===== config.mk =====
export PLATFORM = sky130hd
export DESIGN_NAME = soc_io_interconnect
export DESIGN_NICKNAME = d
export VERILOG_FILES = /design/src/rtl/soc_io_interconnect.sv
export SDC_FILE = /design/constraint.sdc
export NUM_CORES = 1
export LEC_CHECK = 0
export ABC_CLOCK_PERIOD_IN_PS = 3600
export CORE_AREA = 2 2 118 120
export CTS_BUF_LIST = sky130_fd_sc_hd__clkbuf_4 sky130_fd_sc_hd__clkbuf_8
export CTS_CLUSTER_SIZE = 10
export DETAILED_ROUTE_END_ITERATION = 7
export DIE_AREA = 0 0 120 122
export PLACE_DENSITY = 0.86
export SYNTH_ARGS = -nofsm -noshare
export SYNTH_HDL_FRONTEND = slang
export SYNTH_SLANG_ARGS = --single-unit

===== constraint.sdc =====
create_clock -name clk -period 3.6 [get_ports clk]
set_clock_uncertainty 0.1 [all_clocks]
set_input_delay 0.72 -clock clk [delete_from_list [all_inputs] [get_ports clk]]
set_output_delay 0.72 -clock clk [all_outputs]
set_load 0.05 [all_outputs]

===== src/rtl/soc_io_interconnect.sv =====
// Page decoder, strobe generator and read mux between the FemtoRV32 memory port and
// RAM plus N_IO peripheral slots, with busy handshake, timeout and error reporting.
module soc_io_interconnect #(
  parameter int unsigned N_IO      = 5,
  parameter logic [15:0] IO_PAGE   = 16'h0040,
  parameter int unsigned RSV_PAGES = 16,
  parameter int unsigned TIMEOUT   = 255,
  parameter logic [31:0] ERR_VALUE = 32'h66666666,
  localparam int unsigned NS = N_IO + 1,
  localparam int unsigned SW = $clog2(NS),
  localparam int unsigned CW = (TIMEOUT > 0) ? $clog2(TIMEOUT + 1) : 1
) (
  input  logic             clk,
  input  logic             resetn,
  input  logic [31:0]      mem_addr,
  input  logic             mem_rstrb,
  input  logic [3:0]       mem_wmask,
  output logic [31:0]      mem_rdata,
  output logic             mem_rbusy,
  output logic             mem_wbusy,
  output logic [NS-1:0]    s_cs,
  output logic [NS-1:0]    s_rd,
  output logic [NS-1:0]    s_wr,
  input  logic [32*NS-1:0] s_rdata,
  input  logic [NS-1:0]    s_busy,
  input  logic             err_clr,
  output logic             err_irq,
  output logic [15:0]      err_count
);

  typedef enum logic [1:0] {IDLE, RWAIT, WWAIT, ERR} state_t;

  state_t        state;
  logic [SW-1:0] sel_q;
  logic [SW-1:0] slot_c;
  logic [CW-1:0] cnt;
  logic [31:0]   rdata_q;
  logic [31:0]   sel_rdata;
  logic [16:0]   page_c;
  logic          io_hit;
  logic          rsv_hit;
  logic          rd_req;
  logic          wr_req;
  logic          any_req;
  logic          idle;
  logic          waiting;
  logic          busy_sel;
  logic          timeout_hit;
  logic          err_event;
  logic          unused_addr;

  assign unused_addr = ^mem_addr[15:0];

  // Page decode; one extra bit keeps the upper-bound compares from wrapping.
  always_comb begin
    page_c  = {1'b0, mem_addr[31:16]};
    io_hit  = (page_c >= 17'(IO_PAGE)) && (page_c < 17'(IO_PAGE) + 17'(N_IO));
    rsv_hit = (page_c >= 17'(IO_PAGE) + 17'(N_IO)) &&
              (page_c < 17'(IO_PAGE) + 17'(RSV_PAGES));
    slot_c  = io_hit ? SW'(page_c - 17'(IO_PAGE) + 17'd1) : '0;
    s_cs    = rsv_hit ? '0 : (NS'(1) << slot_c);
  end

  // A simultaneous read and write issues only the write.
  assign wr_req  = |mem_wmask;
  assign rd_req  = mem_rstrb & ~wr_req;
  assign any_req = mem_rstrb | wr_req;
  assign idle    = (state == IDLE);
  assign waiting = (state == RWAIT) || (state == WWAIT);

  assign s_wr = (resetn && idle && wr_req) ? s_cs : '0;
  assign s_rd = (resetn && idle && rd_req) ? s_cs : '0;

  assign busy_sel    = s_busy[sel_q];
  assign sel_rdata   = s_rdata[{sel_q, 5'd0} +: 32];
  assign timeout_hit = (TIMEOUT != 0) && waiting && busy_sel && (cnt == CW'(TIMEOUT));
  assign err_event   = (idle && any_req && rsv_hit) || timeout_hit;

  assign mem_rbusy = (state == RWAIT) && busy_sel && !timeout_hit;
  assign mem_wbusy = (state == WWAIT) && busy_sel && !timeout_hit;

  always_comb begin
    mem_rdata = rdata_q;
    if ((state == ERR) || timeout_hit) mem_rdata = ERR_VALUE;
    else if (state == RWAIT)           mem_rdata = sel_rdata;
  end

  // Transaction FSM with slot latch, busy-cycle counter and read-data hold register.
  always_ff @(posedge clk or negedge resetn) begin
    if (!resetn) begin
      state   <= IDLE;
      sel_q   <= '0;
      cnt     <= '0;
      rdata_q <= '0;
    end else begin
      case (state)
        IDLE: begin
          cnt <= '0;
          if (any_req) begin
            if (rsv_hit) begin
              state <= ERR;
            end else begin
              sel_q <= slot_c;
              state <= wr_req ? WWAIT : RWAIT;
            end
          end
        end
        RWAIT, WWAIT: begin
          if (!busy_sel || timeout_hit) begin
            state <= IDLE;
            if (state == RWAIT) rdata_q <= timeout_hit ? ERR_VALUE : sel_rdata;
          end else begin
            cnt <= cnt + CW'(1);
          end
        end
        ERR:     state <= IDLE;
        default: state <= IDLE;
      endcase
    end
  end

  // Sticky error flag and saturating error counter; a new error beats err_clr.
  always_ff @(posedge clk or negedge resetn) begin
    if (!resetn) begin
      err_irq   <= 1'b0;
      err_count <= '0;
    end else if (err_event) begin
      err_irq <= 1'b1;
      if (err_count != 16'hFFFF) err_count <= err_count + 16'd1;
    end else if (err_clr) begin
      err_irq <= 1'b0;
    end
  end

endmodule


# ---- After elaboration in Yosys (flattened, before gate mapping)
# Index checks and enable logic that the tools add are counted.
dict set report totals {
  out_inout_bits 69
  ram_bits 0
  mem_bits_ro 0
  latchBits 0
  in_bits 238
  regBits 62
  n_memories 0
  word_cells 76
}
dict set report op_classes {
  eq_ne 8
  mux 18
  n_addsub 4
  bitwise_logic 4
  div 0
  n_reduce_logical 29
  shift 2
  n_mul 0
  order_cmp 5
}
# op n
set ops {}
lappend ops {{$shiftx 192x9->32} 1}
lappend ops {{$mux 32} 3}
lappend ops {{$ge 16x7->1 const B} 2}
lappend ops {{$lt 16x7->1 const B} 2}
lappend ops {{$mux 6} 3}
lappend ops {{$add 16x1->16 const B} 1}
lappend ops {{$ne 16x16->1 const B} 1}
lappend ops {{$pmux 8 s2} 1}
lappend ops {{$logic_and 1x1->1} 13}
lappend ops {{$add 8x1->8 const B} 1}
lappend ops {{$eq 8x8->1 const B} 1}
lappend ops {{$mux 2} 4}
lappend ops {{$mux 8} 1}
lappend ops {{$ne 2x2->1 const B} 3}
lappend ops {{$pmux 2 s3} 1}
lappend ops {{$reduce_and 2->1} 3}
lappend ops {{$reduce_and 3->1} 2}
lappend ops {{$shl 1x3->6 const A} 1}
lappend ops {{$eq 2x2->1 const B} 2}
lappend ops {{$logic_or 1x1->1} 4}
lappend ops {{$lt 3x4->1 const B} 1}
lappend ops {{$reduce_bool 2->1} 2}
lappend ops {{$reduce_or 4->1} 1}
lappend ops {{$add 3x1->3 const B} 1}
lappend ops {{11 further kinds} 15}

# ---- Longest topological paths before layout
dict set report logic_depth {
  depth_word 7
  depth_mapped 9
  ltp_nobuf 8
}

# ---- Worst setup path after synthesis
# Ideal clock, no wire load.
dict set report synth_timing {
  path_kind {input port to output port}
  startpoint {input port s_busy[1]}
  endpoint {output port mem_rdata[11]}
  t_arrival_ns 2.901
  required_ns 2.780
  cell_stages 7
  path_slack_ns -0.121
  path_buffers 2
  path_cell_list {mux2i_1 -> o22a_1 -> a21oi_1 -> or2_2 -> clkbuf_1 -> buf_2 -> a211oi_1}
}
dict set report synth_via {
  elab_chain_len 6
}
# element line
set synth_rtl {}
lappend synth_rtl {{start: declaration} 25} ;# input logic [NS-1:0] s_busy,
lappend synth_rtl {{$bmux 1 s3} 74} ;# assign busy_sel = s_busy[sel_q];
lappend synth_rtl {{$mux 1 (not written as such)} 74}
lappend synth_rtl {{$logic_and 1x1->1 (2 in series)} 76} ;# assign timeout_hit = (TIMEOUT != 0) && waiting && busy_sel && (cnt == CW'(TIMEOUT));
lappend synth_rtl {{$logic_or 1x1->1} 84} ;# if ((state == ERR) || timeout_hit) mem_rdata = ERR_VALUE;
lappend synth_rtl {{$mux 32} 84}
lappend synth_rtl {{end: declaration} 18} ;# output logic [31:0] mem_rdata,
# Every way passes these cells. The select of a mux whose other input is x is not followed.

# ---- Worst setup path after layout
dict set report layout_timing {
  startpoint {input port mem_addr[17]}
  endpoint {output port s_rd[3]}
}
dict set report layout_via {
  elab_chain_len 6
  elab_cells_between_ends 12
  cone_classes {add/sub (2); order compare (4); shift (1); mux (3); reduce/logical (2)}
}
# element line
set layout_rtl {}
lappend layout_rtl {{start: declaration} 15} ;# input logic [31:0] mem_addr,
lappend layout_rtl {{$sub 3x1->3, or another cell as far along} 60} ;# slot_c = io_hit ? SW'(page_c - 17'(IO_PAGE) + 17'd1) : '0;
lappend layout_rtl {{$add 3x1->3 / $logic_and 1x1->1 (equally long branches)} {60, 57}}
lappend layout_rtl {{$mux 3} 60}
lappend layout_rtl {{$shl 1x3->6} 61} ;# s_cs = rsv_hit ? '0 : (NS'(1) << slot_c);
lappend layout_rtl {{$mux 6 (*)} 61}
lappend layout_rtl {{$mux 6 (*)} 72} ;# assign s_rd = (resetn && idle && rd_req) ? s_cs : '0;
lappend layout_rtl {{end: declaration} 22} ;# output logic [NS-1:0] s_rd,
# Every way passes the cells marked *; elsewhere a longest branch is shown, timed or not.

==> impl_summary.log <==
INFO  metric clock_latency = 0.35 ns
INFO  metric netSwitchingPower = 0.00196 W
INFO  metric startpoint_type = input port
INFO  metric chipHeight = 122 µm
INFO  metric synth_compound_gate_area_share = 15.8%
INFO  metric synth_cell_type_count = between 40 and 50
INFO  metric layout.area.seq = between 1500 and 2000 µm²
INFO  metric worst_ep_required_time = around 2.8 ns
INFO  metric relSlewSlack = 20.0%
INFO  metric cap_violations = 0
INFO  metric synth.ff_latch_count = 62
INFO  metric number_of_vias_per_cell = 5.32
INFO  metric outcome = completed
INFO  metric numCtsBuffers = 9
INFO  metric antenna_cells = 0
INFO  metric num_vias = ~5,300
INFO  metric hold_path.class = reg -> reg
INFO  metric floorplan.rows = 43
INFO  metric clk_transition_reported_paths = 0.08 ns
INFO  metric yosys.area_share.adder = 2.54%
INFO  metric flow.area_growth_from_synthesis = 76.7%
INFO  metric mean_instance_size_in_the_synthesized_netlist = approximately 9.5 µm²
INFO  metric worstPathMaxFanout = 5
INFO  metric main_combinational_cell_family_by_area_after_synthesis = multiplexers
INFO  metric synthesis.instances = 518
INFO  metric starting_density_of_the_core = 36.5%
INFO  metric die_x = 120 µm
INFO  metric maxClockFrequency = 0.283 GHz
INFO  metric drc_violations_left = 0
INFO  metric synth_nets = 766
INFO  metric total_power = 0.00449 W
INFO  metric clock_power_share = 15.7%
INFO  metric synthesis.area = 4930 µm²
INFO  metric layout.nets = around 1,100
INFO  metric total_leakage_power = 3.25 nW
INFO  metric path_class = in -> out
INFO  metric holdWs = a little under 0.4 ns
INFO  metric power-per-cell-area = slightly above 500 nW/µm²
INFO  metric detailed_place_hpwl = 13,500 µm
INFO  metric io-pin-count = 307
INFO  metric cts_buffer_depth = 2
INFO  metric power.combinational.fraction = 62.3%
INFO  metric antenna_violations_before_repair = 1
INFO  metric worst_ep_arrival_time = ~2.7 ns
INFO  metric intPower = 0.00253 W
INFO  metric clockRootBuffer = clkbuf_8
INFO  metric sequentialPowerShare = 22.0%
INFO  metric drtAntennaViolNets = 0
INFO  metric largest_net_degree_at_the_start_of_global_routing = between 60 and 70
INFO  metric htreeDepth = 3
INFO  metric vdd_ir_drop_max = 0.261 mV
INFO  metric clock_tree_from_tritoncts = yes
INFO  metric ys_seq_area_share = between 30% and 40%
INFO  metric timing_hold_violations_final = 0
INFO  metric synth_largest_area_cell = dfrtp_1
INFO  metric io_buffers = 290
INFO  metric clkSinkCount = 62
INFO  metric ys_warn_count = 0
INFO  metric gpl.final_weighted_congestion = 0.816
INFO  metric cts_hold_buffers = 0
INFO  metric fill_cells = 1,083
INFO  metric yosys-mux-area-fraction = 25.5%
INFO  metric grt_pass1_vias = around 5,300
INFO  metric synthXorXnorAreaFrac = a little over 3%
INFO  metric switching_share = 43.6%
INFO  metric setup_viol = 0
INFO  metric primary_flip_flop_cell_chosen_by_synthesis_mapping = dfrtp_1
INFO  metric postSynth.asyncResetShare = between 90% and 100%
INFO  metric postCtsSetupRepairBufs = 0
INFO  metric avgRoutedWirePerCell = about 17 µm
INFO  metric grt_pass1_wl = roughly 27,000 µm
INFO  metric top_cell_type_s_share_of_synthesized_area = between 30% and 40%
INFO  metric fin_crit = 3.53 ns
INFO  metric placeableCoreArea = 13,500 µm²
INFO  metric synth_edf_count = 0
INFO  metric end_kind = output pin
INFO  metric worst_tran_pin_value = about 1.2 ns
INFO  metric global_route.overflow_total = 0
INFO  metric dieArea = roughly 15,000 µm²
INFO  metric post_route_cells_drive_above_1_share = 19.8%
INFO  metric multiInputGateArea = 3250 µm²
INFO  metric post_synth_and_or_nand_nor_area_fraction = around 17%
INFO  metric timing.final.crit_share = 98.1%
INFO  metric drt_pass1_iterations = 4
INFO  metric ys_top_cells_by_area = dfrtp_1 (31%), mux4_2 (15%), mux2i_1 (10%)
INFO  metric totalWireLength = 17,300 µm
INFO  metric global_route.usage.total = 23.0%
INFO  metric detailedRoute.firstIterationViolations = 225
INFO  metric grt_setup_unrepaired = true
INFO  metric slew_violations = 0
## worst max-delay path, stage by stage
cell and delay (ns):
clkdlybuf4s50_1 0.48, inv_1 0.07, ha_1 0.18, nand2b_1 0.14
a21oi_1 0.20, o21ai_1 0.12, or3_4 0.46, nor2_2 0.18
buf_12 0.15
## synth_stat cells, types with 2 or more instances
master	n
nand2_1	48
a211oi_1	17
and2_1	3
xor2_1	11
a21oi_2	2
o22a_1	17
nor3_1	8
a21oi_1	22
nand4_1	4
and3_1	4
nor4_1	3
ha_1	10
xnor2_1	6
buf_1	2
nor3_2	2
mux2_2	2
or3_1	4
inv_1	13
buf_2	12
o21ai_0	34
o21ai_1	3
nand2b_1	7
clkbuf_1	18
o31ai_1	3
nor2_1	65
mux2i_1	50
nor2b_1	6
mux4_2	32
nand3_1	12
o2bb2ai_1	16
dfrtp_1	62
or2_2	2
buf_4	2
## metrics by stage
step,setup slack [ns],std cells,util (%),area [µm²],setup TNS (ns)
after floorplan,-0.121,518,-,4930,-1.21
after CTS,0.00412,994,63.9,8640,0
after detailed placement,-0.0173,978,62.3,8410,-0.0173
final,0.0681,994,64.5,8710,0
after global routing,-0.0119,994,64.5,8710,-0.0533
after global placement,0.0510,978,62.3,8410,0
## worst paths after layout
path                            cells past startpoint  slack (ns)       endpoint         start
min in group asynchronous                           2        0.46  err_count[14]        resetn
worst max register to register                      6        0.59    rdata_q[18]      state[1]
max in group asynchronous                           2        2.36       sel_q[0]        resetn
worst min register to register                      1        0.39         cnt[7]        cnt[7]
worst max-delay path                                9        0.07        s_rd[3]  mem_addr[17]
worst min-delay path                                1        0.39         cnt[7]        cnt[7]
## state kept, by name, summed over array words and instances (netlist names)
signal and flops:
sel_q 3, state 2, err_irq 1, err_count 16
cnt 8, rdata_q 32
## power by group through the flow
stage | Sequential (W) | Clock [W] | Combinational, W
after CTS | 0.000983 | 0.000728 | 0.00279
after detailed placement | 0.000996 | 0 | 0.00278
final | 0.000986 | 0.000705 | 0.00279
after global routing | 0.00101 | 0.000757 | 0.00295
after floorplan | 0.000989 | 0 | 0.00152
after global placement | 0.000988 | 0 | 0.00274
## routing by layer
metal  wire (µm)  share of wire (%)  GRT usage [%]
met1        6610                 38           26.5
met5          17              0.098              0
met4         295                1.7           5.07
met3        1300                7.5           5.95
met2        9080                 52           42.7
## placed cells by master (no fill, tap or decap), types with 4 or more instances in the layout
cell type and instances:
clkdlybuf4s50_1 237, o2bb2ai_1 16, nor3_2 4, nand4_1 4, dfrtp_1 60, inv_1 13, nand2_1 48, and3_1 4
a21oi_1 22, ha_1 9, nor2_2 9, nor2_1 55, mux2i_1 50, o21ai_0 34, a211oi_1 13, nand3_1 12
xor2_1 11, mux4_2 32, xnor2_1 5, nor3_1 6, nor2b_1 6, nand2b_1 7, buf_12 36, a211oi_2 4
o22a_1 17, clkbuf_8 9, buf_4 41
## cell families after synthesis
logic type,count (synthesis)
adders and majority gates,10
AOI/OAI and AO/OA,118
buffers and inverters,48
xor gates and xnor gates,17
and+or+nand+nor,178
muxes,85
DFF,62
## repair_timing
item / in CTS / in global routing
resized for setup: 1 / 19
endpoints found under the setup margin: 1 / 16
endpoints found under the hold margin: 0 / 0
## final cells by class
cell class                 instances  area share [%]
inverter                          13           0.560
timing repair buffer             315            39.1
tap                              180            2.59
sequential                        62            17.9
clock inverter                     7            1.18
clock buffer                       9            1.42
multi-input combinational        408            37.3
Note: power is estimated with default switching activity, not from simulation.
